**src/rtl/drone_pkg.sv**
```systemverilog
// Shared definitions for the grid drone game: state codes, menu modes and the obstacle map ROM.
// The optional gravity feature of simulador_drone is enabled with DRONE_GRAVIDADE_EN.
package drone_pkg;

   localparam int N_COLUNAS        = 16;
   localparam int N_LINHAS         = 4;
   localparam int VIDAS_MAX        = 3;
   localparam int GRAVIDADE_CICLOS = 1000;

   localparam logic [1:0] MODO_FACIL   = 2'd0;
   localparam logic [1:0] MODO_MEDIO   = 2'd1;
   localparam logic [1:0] MODO_DIFICIL = 2'd2;

   typedef enum logic [3:0] {
      INICIAL   = 4'h0,
      SEL_MODO  = 4'h1,
      SEL_VIDAS = 4'h2,
      SEL_MAPA  = 4'h3,
      PREPARA   = 4'h4,
      JOGANDO   = 4'h5,
      VENCEU    = 4'hA,
      PERDEU    = 4'hF
   } estado_t;

   // Row masks per [modo][mapa][coluna]; row 3 is never blocked so every map is winnable.
   localparam logic [3:0] MAPAS [0:2][0:1][0:15] = '{
      '{ '{4'h0, 4'h1, 4'h0, 4'h2, 4'h0, 4'h4, 4'h0, 4'h1, 4'h0, 4'h2, 4'h0, 4'h4, 4'h0, 4'h1, 4'h0, 4'h0},
         '{4'h0, 4'h2, 4'h0, 4'h1, 4'h0, 4'h2, 4'h0, 4'h1, 4'h0, 4'h4, 4'h0, 4'h4, 4'h0, 4'h2, 4'h0, 4'h0} },
      '{ '{4'h0, 4'h1, 4'h2, 4'h4, 4'h1, 4'h2, 4'h4, 4'h1, 4'h2, 4'h4, 4'h1, 4'h2, 4'h4, 4'h1, 4'h2, 4'h0},
         '{4'h0, 4'h4, 4'h1, 4'h0, 4'h3, 4'h0, 4'h6, 4'h0, 4'h5, 4'h0, 4'h3, 4'h0, 4'h6, 4'h0, 4'h5, 4'h0} },
      '{ '{4'h0, 4'h3, 4'h6, 4'h5, 4'h3, 4'h6, 4'h5, 4'h3, 4'h6, 4'h5, 4'h3, 4'h6, 4'h5, 4'h3, 4'h6, 4'h0},
         '{4'h0, 4'h7, 4'h0, 4'h7, 4'h0, 4'h7, 4'h0, 4'h7, 4'h0, 4'h7, 4'h0, 4'h7, 4'h0, 4'h7, 4'h0, 4'h0} }
   };

   function automatic logic [3:0] mascara(input logic [1:0] modo, input logic mapa,
                                          input logic [3:0] coluna);
      if (modo > MODO_DIFICIL) return 4'h0;
      return MAPAS[modo][mapa][coluna];
   endfunction

   function automatic logic comando_ativo(input logic [1:0] codigo);
      return (codigo == 2'b01) || (codigo == 2'b10);
   endfunction

endpackage

```
**src/rtl/hexa7seg.sv**
```systemverilog
// 4-bit value to active-high seven-segment glyph (bit0 = a ... bit6 = g), hex digits 0-F.
module hexa7seg (
   input  logic [3:0] valor,
   output logic [6:0] segmentos
);
   always_comb begin
      segmentos = 7'h00;
      case (valor)
         4'h0: segmentos = 7'h3F;
         4'h1: segmentos = 7'h06;
         4'h2: segmentos = 7'h5B;
         4'h3: segmentos = 7'h4F;
         4'h4: segmentos = 7'h66;
         4'h5: segmentos = 7'h6D;
         4'h6: segmentos = 7'h7D;
         4'h7: segmentos = 7'h07;
         4'h8: segmentos = 7'h7F;
         4'h9: segmentos = 7'h6F;
         4'hA: segmentos = 7'h77;
         4'hB: segmentos = 7'h7C;
         4'hC: segmentos = 7'h39;
         4'hD: segmentos = 7'h5E;
         4'hE: segmentos = 7'h79;
         4'hF: segmentos = 7'h71;
         default: segmentos = 7'h00;
      endcase
   end
endmodule

```
**src/rtl/simulador_drone.sv**
```systemverilog
// Grid drone game core: menu FSM, position/lives/collision datapath and input edge detectors.
// Define DRONE_GRAVIDADE_EN to make the drone fall one row per GRAVIDADE_CICLOS idle cycles.
module simulador_drone
   import drone_pkg::*;
(
   input  logic       clock,
   input  logic       reset,
   input  logic       iniciar,
   input  logic [1:0] controle_vertical,
   input  logic [1:0] controle_horizontal,
   input  logic       confirma,
   output logic       venceu,
   output logic       perdeu,
   output logic [6:0] db_posicao_horizontal,
   output logic [6:0] db_posicao_vertical,
   output logic [6:0] db_obstaculos,
   output logic [6:0] db_estado,
   output logic [1:0] db_modo,
   output logic [6:0] colisao_counter_out,
   output logic [6:0] db_vidas
);
   localparam logic [3:0] COL_MAX    = 4'(N_COLUNAS - 1);
   localparam logic [1:0] LIN_MAX    = 2'(N_LINHAS - 1);
   localparam logic [1:0] VIDAS_TOPO = 2'(VIDAS_MAX);

   estado_t    estado, estado_prox;
   logic       iniciar_r, confirma_r, confirma_ant;
   logic [1:0] vert_r, vert_ant, hor_r, hor_ant;
   logic [3:0] coluna, colisoes;
   logic [1:0] linha, modo, vidas, vidas_sel;
   logic       mapa;

   logic       cmd_vert, cmd_hor, cmd_conf;
   logic       sobe, desce, frente, tras, queda;
   logic [3:0] col_alvo, mascara_alvo, mascara_atual;
   logic [1:0] lin_alvo, vidas_mais, vidas_menos;
   logic       mover, bloqueado, jogo_ativo;

   // Two-stage input capture: a command is the first cycle a registered code turns active.
   always_ff @(posedge clock) begin
      if (reset) begin
         iniciar_r    <= 1'b0;
         confirma_r   <= 1'b0;
         confirma_ant <= 1'b0;
         vert_r       <= 2'b00;
         vert_ant     <= 2'b00;
         hor_r        <= 2'b00;
         hor_ant      <= 2'b00;
      end else begin
         iniciar_r    <= iniciar;
         confirma_r   <= confirma;
         confirma_ant <= confirma_r;
         vert_r       <= controle_vertical;
         vert_ant     <= vert_r;
         hor_r        <= controle_horizontal;
         hor_ant      <= hor_r;
      end
   end

   assign cmd_vert = comando_ativo(vert_r) && !comando_ativo(vert_ant);
   assign cmd_hor  = comando_ativo(hor_r) && !comando_ativo(hor_ant);
   assign cmd_conf = confirma_r && !confirma_ant;
   assign sobe     = cmd_vert && (vert_r == 2'b01);
   assign desce    = cmd_vert && (vert_r == 2'b10);
   assign frente   = cmd_hor && (hor_r == 2'b01);
   assign tras     = cmd_hor && (hor_r == 2'b10);

`ifdef DRONE_GRAVIDADE_EN
   localparam int GW = $clog2(GRAVIDADE_CICLOS);
   logic [GW-1:0] grav_cnt;

   assign queda = (grav_cnt == GW'(GRAVIDADE_CICLOS - 1)) && !cmd_vert;

   always_ff @(posedge clock) begin
      if (reset || (estado != JOGANDO) || cmd_vert || queda) grav_cnt <= '0;
      else                                                   grav_cnt <= grav_cnt + 1'b1;
   end
`else
   assign queda = 1'b0;
`endif

   // Vertical movement (command or gravity) outranks horizontal in the same cycle.
   always_comb begin
      col_alvo = coluna;
      lin_alvo = linha;
      mover    = 1'b0;
      if (sobe) begin
         mover    = (linha != LIN_MAX);
         lin_alvo = linha + 2'd1;
      end else if (desce || queda) begin
         mover    = (linha != 2'd0);
         lin_alvo = linha - 2'd1;
      end else if (frente) begin
         mover    = (coluna != COL_MAX);
         col_alvo = coluna + 4'd1;
      end else if (tras) begin
         mover    = (coluna != 4'd0);
         col_alvo = coluna - 4'd1;
      end
   end

   assign mascara_alvo  = mascara(modo, mapa, col_alvo);
   assign mascara_atual = mascara(modo, mapa, coluna);
   assign bloqueado     = mascara_alvo[lin_alvo];
   assign jogo_ativo    = (estado == JOGANDO) && (vidas != 2'd0) && (coluna != COL_MAX);
   assign vidas_mais    = (vidas_sel == VIDAS_TOPO) ? 2'd1 : vidas_sel + 2'd1;
   assign vidas_menos   = (vidas_sel == 2'd1) ? VIDAS_TOPO : vidas_sel - 2'd1;

   always_ff @(posedge clock) begin
      if (reset) estado <= INICIAL;
      else       estado <= estado_prox;
   end

   always_comb begin
      estado_prox = estado;
      case (estado)
         INICIAL:   if (iniciar_r) estado_prox = SEL_MODO;
         SEL_MODO:  if (cmd_conf)  estado_prox = SEL_VIDAS;
         SEL_VIDAS: if (cmd_conf)  estado_prox = SEL_MAPA;
         SEL_MAPA:  if (cmd_conf)  estado_prox = PREPARA;
         PREPARA:   estado_prox = JOGANDO;
         JOGANDO: begin
            if (vidas == 2'd0)       estado_prox = PERDEU;
            else if (coluna == COL_MAX) estado_prox = VENCEU;
         end
         VENCEU, PERDEU: if (iniciar_r) estado_prox = SEL_MODO;
         default:   estado_prox = INICIAL;
      endcase
   end

   // vidas is the live count; vidas_sel remembers the menu choice across restarts.
   always_ff @(posedge clock) begin
      if (reset) begin
         coluna    <= 4'd0;
         linha     <= 2'd0;
         modo      <= MODO_FACIL;
         vidas     <= 2'd1;
         vidas_sel <= 2'd1;
         mapa      <= 1'b0;
         colisoes  <= 4'd0;
      end else begin
         case (estado)
            SEL_MODO: begin
               if (sobe)       modo <= (modo == MODO_DIFICIL) ? MODO_FACIL : modo + 2'd1;
               else if (desce) modo <= (modo == MODO_FACIL) ? MODO_DIFICIL : modo - 2'd1;
            end
            SEL_VIDAS: begin
               if (sobe) begin
                  vidas_sel <= vidas_mais;
                  vidas     <= vidas_mais;
               end else if (desce) begin
                  vidas_sel <= vidas_menos;
                  vidas     <= vidas_menos;
               end
            end
            SEL_MAPA: if (sobe || desce) mapa <= ~mapa;
            PREPARA: begin
               coluna   <= 4'd0;
               linha    <= 2'd0;
               colisoes <= 4'd0;
               vidas    <= vidas_sel;
            end
            JOGANDO: begin
               if (jogo_ativo && mover) begin
                  if (bloqueado) begin
                     vidas <= vidas - 2'd1;
                     if (colisoes != 4'hF) colisoes <= colisoes + 4'd1;
                  end else begin
                     coluna <= col_alvo;
                     linha  <= lin_alvo;
                  end
               end
            end
            default: ;
         endcase
      end
   end

   assign venceu  = (estado == VENCEU);
   assign perdeu  = (estado == PERDEU);
   assign db_modo = modo;

   hexa7seg u_seg_col    (.valor(coluna),         .segmentos(db_posicao_horizontal));
   hexa7seg u_seg_lin    (.valor({2'b00, linha}), .segmentos(db_posicao_vertical));
   hexa7seg u_seg_obst   (.valor(mascara_atual),  .segmentos(db_obstaculos));
   hexa7seg u_seg_estado (.valor(estado),         .segmentos(db_estado));
   hexa7seg u_seg_colis  (.valor(colisoes),       .segmentos(colisao_counter_out));
   hexa7seg u_seg_vidas  (.valor({2'b00, vidas}), .segmentos(db_vidas));

endmodule

```
**config.mk**
```make
export PLATFORM = sky130hd
export DESIGN_NAME = simulador_drone
export DESIGN_NICKNAME = d
export VERILOG_FILES = /design/src/rtl/drone_pkg.sv /design/src/rtl/hexa7seg.sv /design/src/rtl/simulador_drone.sv
export SDC_FILE = /design/constraint.sdc
export NUM_CORES = 1
export LEC_CHECK = 0
export CORE_MARGIN = 4
export CORE_UTILIZATION = 50
export CTS_CLUSTER_SIZE = 20
export DETAILED_ROUTE_END_ITERATION = 8
export PLACE_DENSITY = 0.77
export SYNTH_ARGS = -nofsm -noshare
export SYNTH_HDL_FRONTEND = slang
export SYNTH_SLANG_ARGS = --single-unit
```
**constraint.sdc**
```tcl
create_clock -name clock -period 13.3 [get_ports clock]
set_input_delay 3.99 -clock clock [delete_from_list [all_inputs] [get_ports clock]]
set_output_delay 3.99 -clock clock [all_outputs]
set_load 0.01 [all_outputs]
```
# Yosys cells after proc, flatten, opt, wreduce, memory -nomap -nowiden
# Memory sizes are Yosys's and may differ from the RTL's. A register that Yosys moved wholly into a read port is not among the register bits.
# Index checks and enable logic that the tools add are counted.
word_totals:
  mem_bits_ro: 672
  memories: 6
  elab_cells: 175
  regBits: 32
  output_inout_bits: 46
op_classes:
  mux: 66
  add_sub_neg: 10
  reduce_logical: 35
  eq_ne: 32
  order_cmp: 6
  bitwise: 5
mem_list:
  columns: ["memory", "depth", "width", "rd", "rd_clocked_by_memory_dff", "wr", "line", "text"]
  rows:
  - ["(name not given)", 16, 7, 1, 1, 0, "hexa7seg.sv:8", "case (valor)"]
  - ["(name not given)", 16, 7, 1, 1, 0, "hexa7seg.sv:8", null]
  - ["(name not given)", 16, 7, 1, 1, 0, "hexa7seg.sv:8", null]
  - ["(name not given)", 16, 7, 1, 1, 0, "hexa7seg.sv:8", null]
  - ["(name not given)", 16, 7, 1, 0, 0, "hexa7seg.sv:8", null]
  - ["(name not given)", 16, 7, 1, 1, 0, "hexa7seg.sv:8", null]
ops:
  columns: ["operator", "count"]
  rows:
  - ["$bmux 128 s2", 1]
  - ["$mux 128", 2]
  - ["$mux 64", 3]
  - ["$mux 4", 32]
  - ["$bmux 4 s4", 2]
  - ["$mux 2", 14]
  - ["$pmux 4 s6", 1]
  - ["$pmux 4 s2", 2]
  - ["$eq 2x2->1 const B", 6]
  - ["$eq 4x4->1 const B", 3]
  - ["$ne 2x2->1 const B", 6]
  - ["$eq 2x1->1 const B", 5]
  - ["$ge 5x5->1 const B", 2]
  - ["$logic_and 1x1->1", 10]
  - ["$not 4->5", 2]
  - ["$add 4x1->4 const B", 2]
  - ["$eq 4x2->1 const B", 2]
  - ["$eq 4x3->1 const B", 2]
  - ["$ne 4x4->1 const B", 2]
  - ["$reduce_and 4->1", 2]
  - ["$reduce_bool 2->1", 4]
  - ["$sub 2x1->2 const B", 4]
  - ["$add 2x1->2 const B", 3]
  - ["$mux 1", 6]
  - ["25 further kinds", 36]

# Logic depth before layout (Yosys ltp)
depth:
  depth_word: 21
  depth_mapped: 22
  ltp_nobuf: 19

# Cells and area by module
# Synthesis repeated with hierarchy kept, for this count alone.
hier_totals:
  hier_cells: 674
  area_unflattened_um2: 5221.3
by_module_without_submodules:
  columns: ["module", "area_each_um2", "instances", "cells_per_inst", "seq_area_each_um2"]
  rows:
  - ["simulador_drone", 3487.1, 1, 476, 640.6]
  - ["hexa7seg at u_seg_col ...", 290.3, 3, 33, 0.0]
  - ["hexa7seg at u_seg_colis ...", 287.8, 3, 33, 0.0]

# Worst setup path before layout
# No wires, ideal clock.
synth_timing:
  kind: "reg2out"
  start: "reg modo[0] (netlist: db_modo[0])"
  end: "out db_obstaculos[1]"
  required_ps: 9310
  slack_ps: 6552
  t_arrival_ps: 2758
  stages_incl_launch_ff: 12
  n_path_buf: 1
  cell_sequence: "dfxtp_1 -> inv_1 -> ha_1 -> clkbuf_1 -> inv_1 -> nor2_1 -> o21ai_0 -> o22ai_1 -> a211oi_1 -> a311oi_1 -> ha_1 -> or3_1"
synth_via:
  elab_chain_cells: 12
synth_rtl:
  columns: ["item", "line", "text"]
  rows:
  - ["start: declaration", "simulador_drone.sv:30", "logic [1:0] linha, modo, vidas, vidas_sel;"]
  - ["start signal: assignment", "simulador_drone.sv:144", "if (sobe) modo <= (modo == MODO_DIFICIL) ? MODO_FACIL : modo + 2'd1;"]
  - ["start signal: assignment", "simulador_drone.sv:145", "else if (desce) modo <= (modo == MODO_FACIL) ? MODO_DIFICIL : modo - 2'd1;"]
  - ["$not 2->3 (not written as such)", "drone_pkg.sv:38", "return MAPAS[modo][mapa][coluna];"]
  - ["$bmux 128 s2", "drone_pkg.sv:38", null]
  - ["$mux 128 (not written as such) (2 in a row)", "drone_pkg.sv:38", null]
  - ["$mux 64 (not written as such) (3 in a row)", "drone_pkg.sv:38", null]
  - ["$bmux 4 s4", "drone_pkg.sv:38", null]
  - ["$mux 4 (not written as such) (2 in a row)", "drone_pkg.sv:38", null]
  - ["$mux 4 *", "drone_pkg.sv:38", null]
  - ["$mem_v2 16x7 *", null, null]
  - ["end: declaration", "simulador_drone.sv:16", "output logic [6:0] db_obstaculos,"]
# Mark *: on every way between the ends. The rest lies on a longest branch, timed or not. The select of a mux whose other input is x is not followed.

# Final worst setup path
layout_timing:
  start: "reg mapa"
  end: "out db_obstaculos[1]"
layout_via:
  elab_chain_cells: 9
layout_rtl:
  columns: ["item", "line", "text"]
  rows:
  - ["start: declaration", "simulador_drone.sv:31", "logic mapa;"]
  - ["start signal: assignment", "simulador_drone.sv:156", "SEL_MAPA: if (sobe || desce) mapa <= ~mapa;"]
  - ["$not 1->2 (not written as such)", "drone_pkg.sv:38", null]
  - ["$mux 64 (not written as such) (3 in a row)", "drone_pkg.sv:38", null]
  - ["$bmux 4 s4", "drone_pkg.sv:38", null]
  - ["$mux 4 (not written as such) (2 in a row)", "drone_pkg.sv:38", null]
  - ["$mux 4", "drone_pkg.sv:38", null]
  - ["$mem_v2 16x7", null, null]
# Every way passes these cells. The select of a mux whose other input is x is not followed.

==> results.yml <==
run_status:
  status: "finished, final reports clean"
critical_path:
  slowest_stage: "dfxtp_1"
  crit_family: "compound AO/OA/AOI/OAI gates"
  reg2reg_slack_ps: 6980
  cp-startpoint: "mapa"
  cp_max_fo: 18
  ff2ff_path_depth: 17
  crit_type: "reg -> out"
  cp_num_buf_inv: 2
  crit_required_ps: 9310
  worstSetupEndpoint: "db_obstaculos[1]"
  r2r-start: "coluna[0]"
  worstPathArrival_ps: 3960
  r2r_end: "u_seg_colis.segmentos[3]"
  crit_path_start_kind: "flip-flop"
  crit_path_max_incr_delay_ps: 730
  crit_chain: "inv_1 > o21ai_0 > nand2_1 > a311oi_1 > a211oi_1 > a311oi_1 > ha_1 > or3_1 > clkdlybuf4s50_1"
  crit_cells: 9
  critPathMostFrequentCell: "a311oi_1"
  critPathCaptureType: "primary output"
floorplanning:
  design.portCount: 54
  initial_utilization_pct: 51.5
  die_h_um: 108
  num_rows: 36
  die-area_um2: 11700
  die_x_um: 108
  core_um2: 9770
logic_synthesis:
  synth_edf_count: 0
  synth_area_per_cell_um2: 8.11
  syn_area_um2: 5030
  synthCells: 621
  yosys_warnings: 0
  ys_types: 93
  synth_largest_area_cell: "dfxtp_1"
  ys_seq_area_share_pct: 25.1
  synth-seq-cells: 63
  synth-main-ff-cell: "dfxtp_1"
  synth_top_area_share_pct: 25.1
  ys_async_sr_fraction_pct: 0
  synth_area_leaders: "dfxtp_1, ha_1, mux2i_1"
placed_design:
  place_ws_ps: 5760
  io_buffers: 51
  routabilityCongestion: 0.923
  dp_hpwl_um: 9630
  dpl_cell_area_um2: 5530
sta:
  rsz0062_at_grt: "false"
  relSlewSlack_pct: 33.0
  drv_slew: 0
  hold_viol_final: 0
  setup_viol: 0
  skew_ps: 8.33
  fmax_mhz: 126
  timing.final.crit_period_ps: 7950
  final.setup.worst_slack_ps: 5350
  fin_crit_sh_pct: 59.8
  tightest_slew_ps: 1000
  setup_tns_ps: 0
drt:
  wirelength_um: 13000
  ant_nets: 0
  drc: 0
  via_per_inst: 6.05
  dr.pass1.iters: 5
  avgRoutedWirePerCell_um: 16.5
  via_count: 4752
  first_iter_violations: 368
layout:
  multiInputGateArea_um2: 3410
  fillers: 914
  mostFrequentLayoutCell: "dfxtp_1"
  utilization_pct: 58.8
  final_cell_area_um2: 5740
  area_delta_synth_final_pct: 14.1
  nets: 702
  drive_above_1_share_pct: 8.42
  diodes: 0
  seq_area_um2: 1260
  layout_common_cells: "dfxtp_1, nor2_1, nand2_1, clkdlybuf4s50_1, ha_1"
clock_network:
  clkSinkCount: 63
  clk_transition_reported_paths_ps: 80
  root_buffer: "clkbuf_8"
  cts_max_level: 3
  hold_buffers: 0
  cts_tree: "done"
  insertion_delay_ps: 350
  cts.repair.resized: 0
  cts_post_setup_buffers_inserted: 0
  clock_path_buffers: 2
  numCtsBuffers: 9
grt:
  grt_max_degree: 54
  grt_pass1_vias: 4404
  grt_remaining_overflow: 0
  track_usage_pct: 22.9
  antenna_found_initial: 0
  grt_pass1_wl_um: 21700
power_and_ir_drop:
  swShare_pct: 33.7
  p_int_mw: 0.379
  p_switching_mw: 0.193
  power_mw: 0.572
  seq_power_share_pct: 38.4
  p_leak_nw: 2.30
  power_frac_comb_pct: 30.5
  irDropWorstVdd_mv: 0.104
  pwr-share-clk_pct: 31.1
  powerDensity_nw_per_um2: 99.5
min_path:
  hp-class: "reg -> reg"
run:
  cap_violations: 0
-- power groups by stage --
stage	Combinational (mW)	Sequential [mW]	Clock, mW
final	0.174	0.219	0.178
after global routing	0.194	0.222	0.190
after CTS	0.175	0.219	0.181
after detailed placement	0.173	0.223	0
after global placement	0.167	0.222	0
after floorplan	0.128	0.221	0
-- metrics by stage --
stage | std cells | hold slack (ps)
6_report | 786 | 467
3_3_place_gp | 770 | 449
5_1_grt | 786 | 477
4_1_cts | 786 | 468
2_1_floorplan | 622 | 438
3_5_place_dp | 770 | 455
-- cell usage after synthesis (4+ instances only) --
cell / count
a22oi_1: 5
mux2i_1: 24
clkbuf_1: 19
inv_1: 43
o21bai_1: 4
nor2_1: 58
buf_2: 6
dfxtp_1: 63
nand4_1: 5
nor4_1: 4
nand3_1: 19
or3_1: 4
a311oi_1: 7
nand2_1: 56
nand2b_1: 4
xnor2_1: 6
buf_4: 5
a21oi_1: 37
and2_1: 4
o21ai_1: 4
o21ai_0: 33
buf_1: 4
nor2b_1: 14
a211o_1: 5
ha_1: 46
a31oi_1: 10
a211oi_1: 8
o22ai_1: 4
and3_1: 6
or2_2: 5
nor3_1: 12
-- routing by layer --
layer  global-route usage (%)  part of all wire, %  up-vias
met5                        0                    0        -
met4                     8.12                  2.2        0
met3                     4.66                  5.7       23
met2                     39.4                   50      175
met1                     28.2                   42     2261
li1                         -                    -     2293
-- worst min path at each step --
stage                     startpoint      endpoint  slack [ps]  depth (start not counted)
after floorplan             hor_r[1]    hor_ant[1]         440                          2
after global placement      hor_r[1]    hor_ant[1]         450                          2
after detailed placement  confirma_r  confirma_ant         450                          1
after CTS                 confirma_r  confirma_ant         470                          1
after global routing      confirma_r  confirma_ant         480                          1
final                       hor_r[1]    hor_ant[1]         470                          2
-- cell type report --
class,instances,area share [%]
multi-input combinational,475,59.4
sequential,63,22.0
timing repair buffer,52,8.93
inverter,47,3.07
tap,133,2.90
clock buffer,11,2.64
clock inverter,5,1.11
-- sequential cells by signal, indices dropped and copies added (netlist names), 4 cells and up --
signal / count
colisoes: 4
coluna: 4
estado: 4
u_seg_col.segmentos: 7
u_seg_colis.segmentos: 7
u_seg_estado.segmentos: 7
u_seg_lin.segmentos: 5
u_seg_vidas.segmentos: 5
-- worst min-delay path, delay by kind of cell, from the launching register on --
family                 cells  cell delay [ps]
buffers and inverters      1               70
and+or+nand+nor            1               40
DFF                        1              320
-- cell families (layout without fill, tap and decap cells) --
family | count (synthesis) | count (layout) | share of synthesized area [%]
flops | 63 | 63 | 25.1
other cells | 1 | 2 | 0.0745
mux | 29 | 29 | 6.19
fa+ha+maj | 46 | 46 | 11.4
compound gates | 179 | 179 | 26.8
xor+xnor | 11 | 11 | 2.71
simple gates | 208 | 208 | 20.5
buf+inv | 84 | 115 | 7.23
No activity file was read; power rests on OpenSTA's default activity.
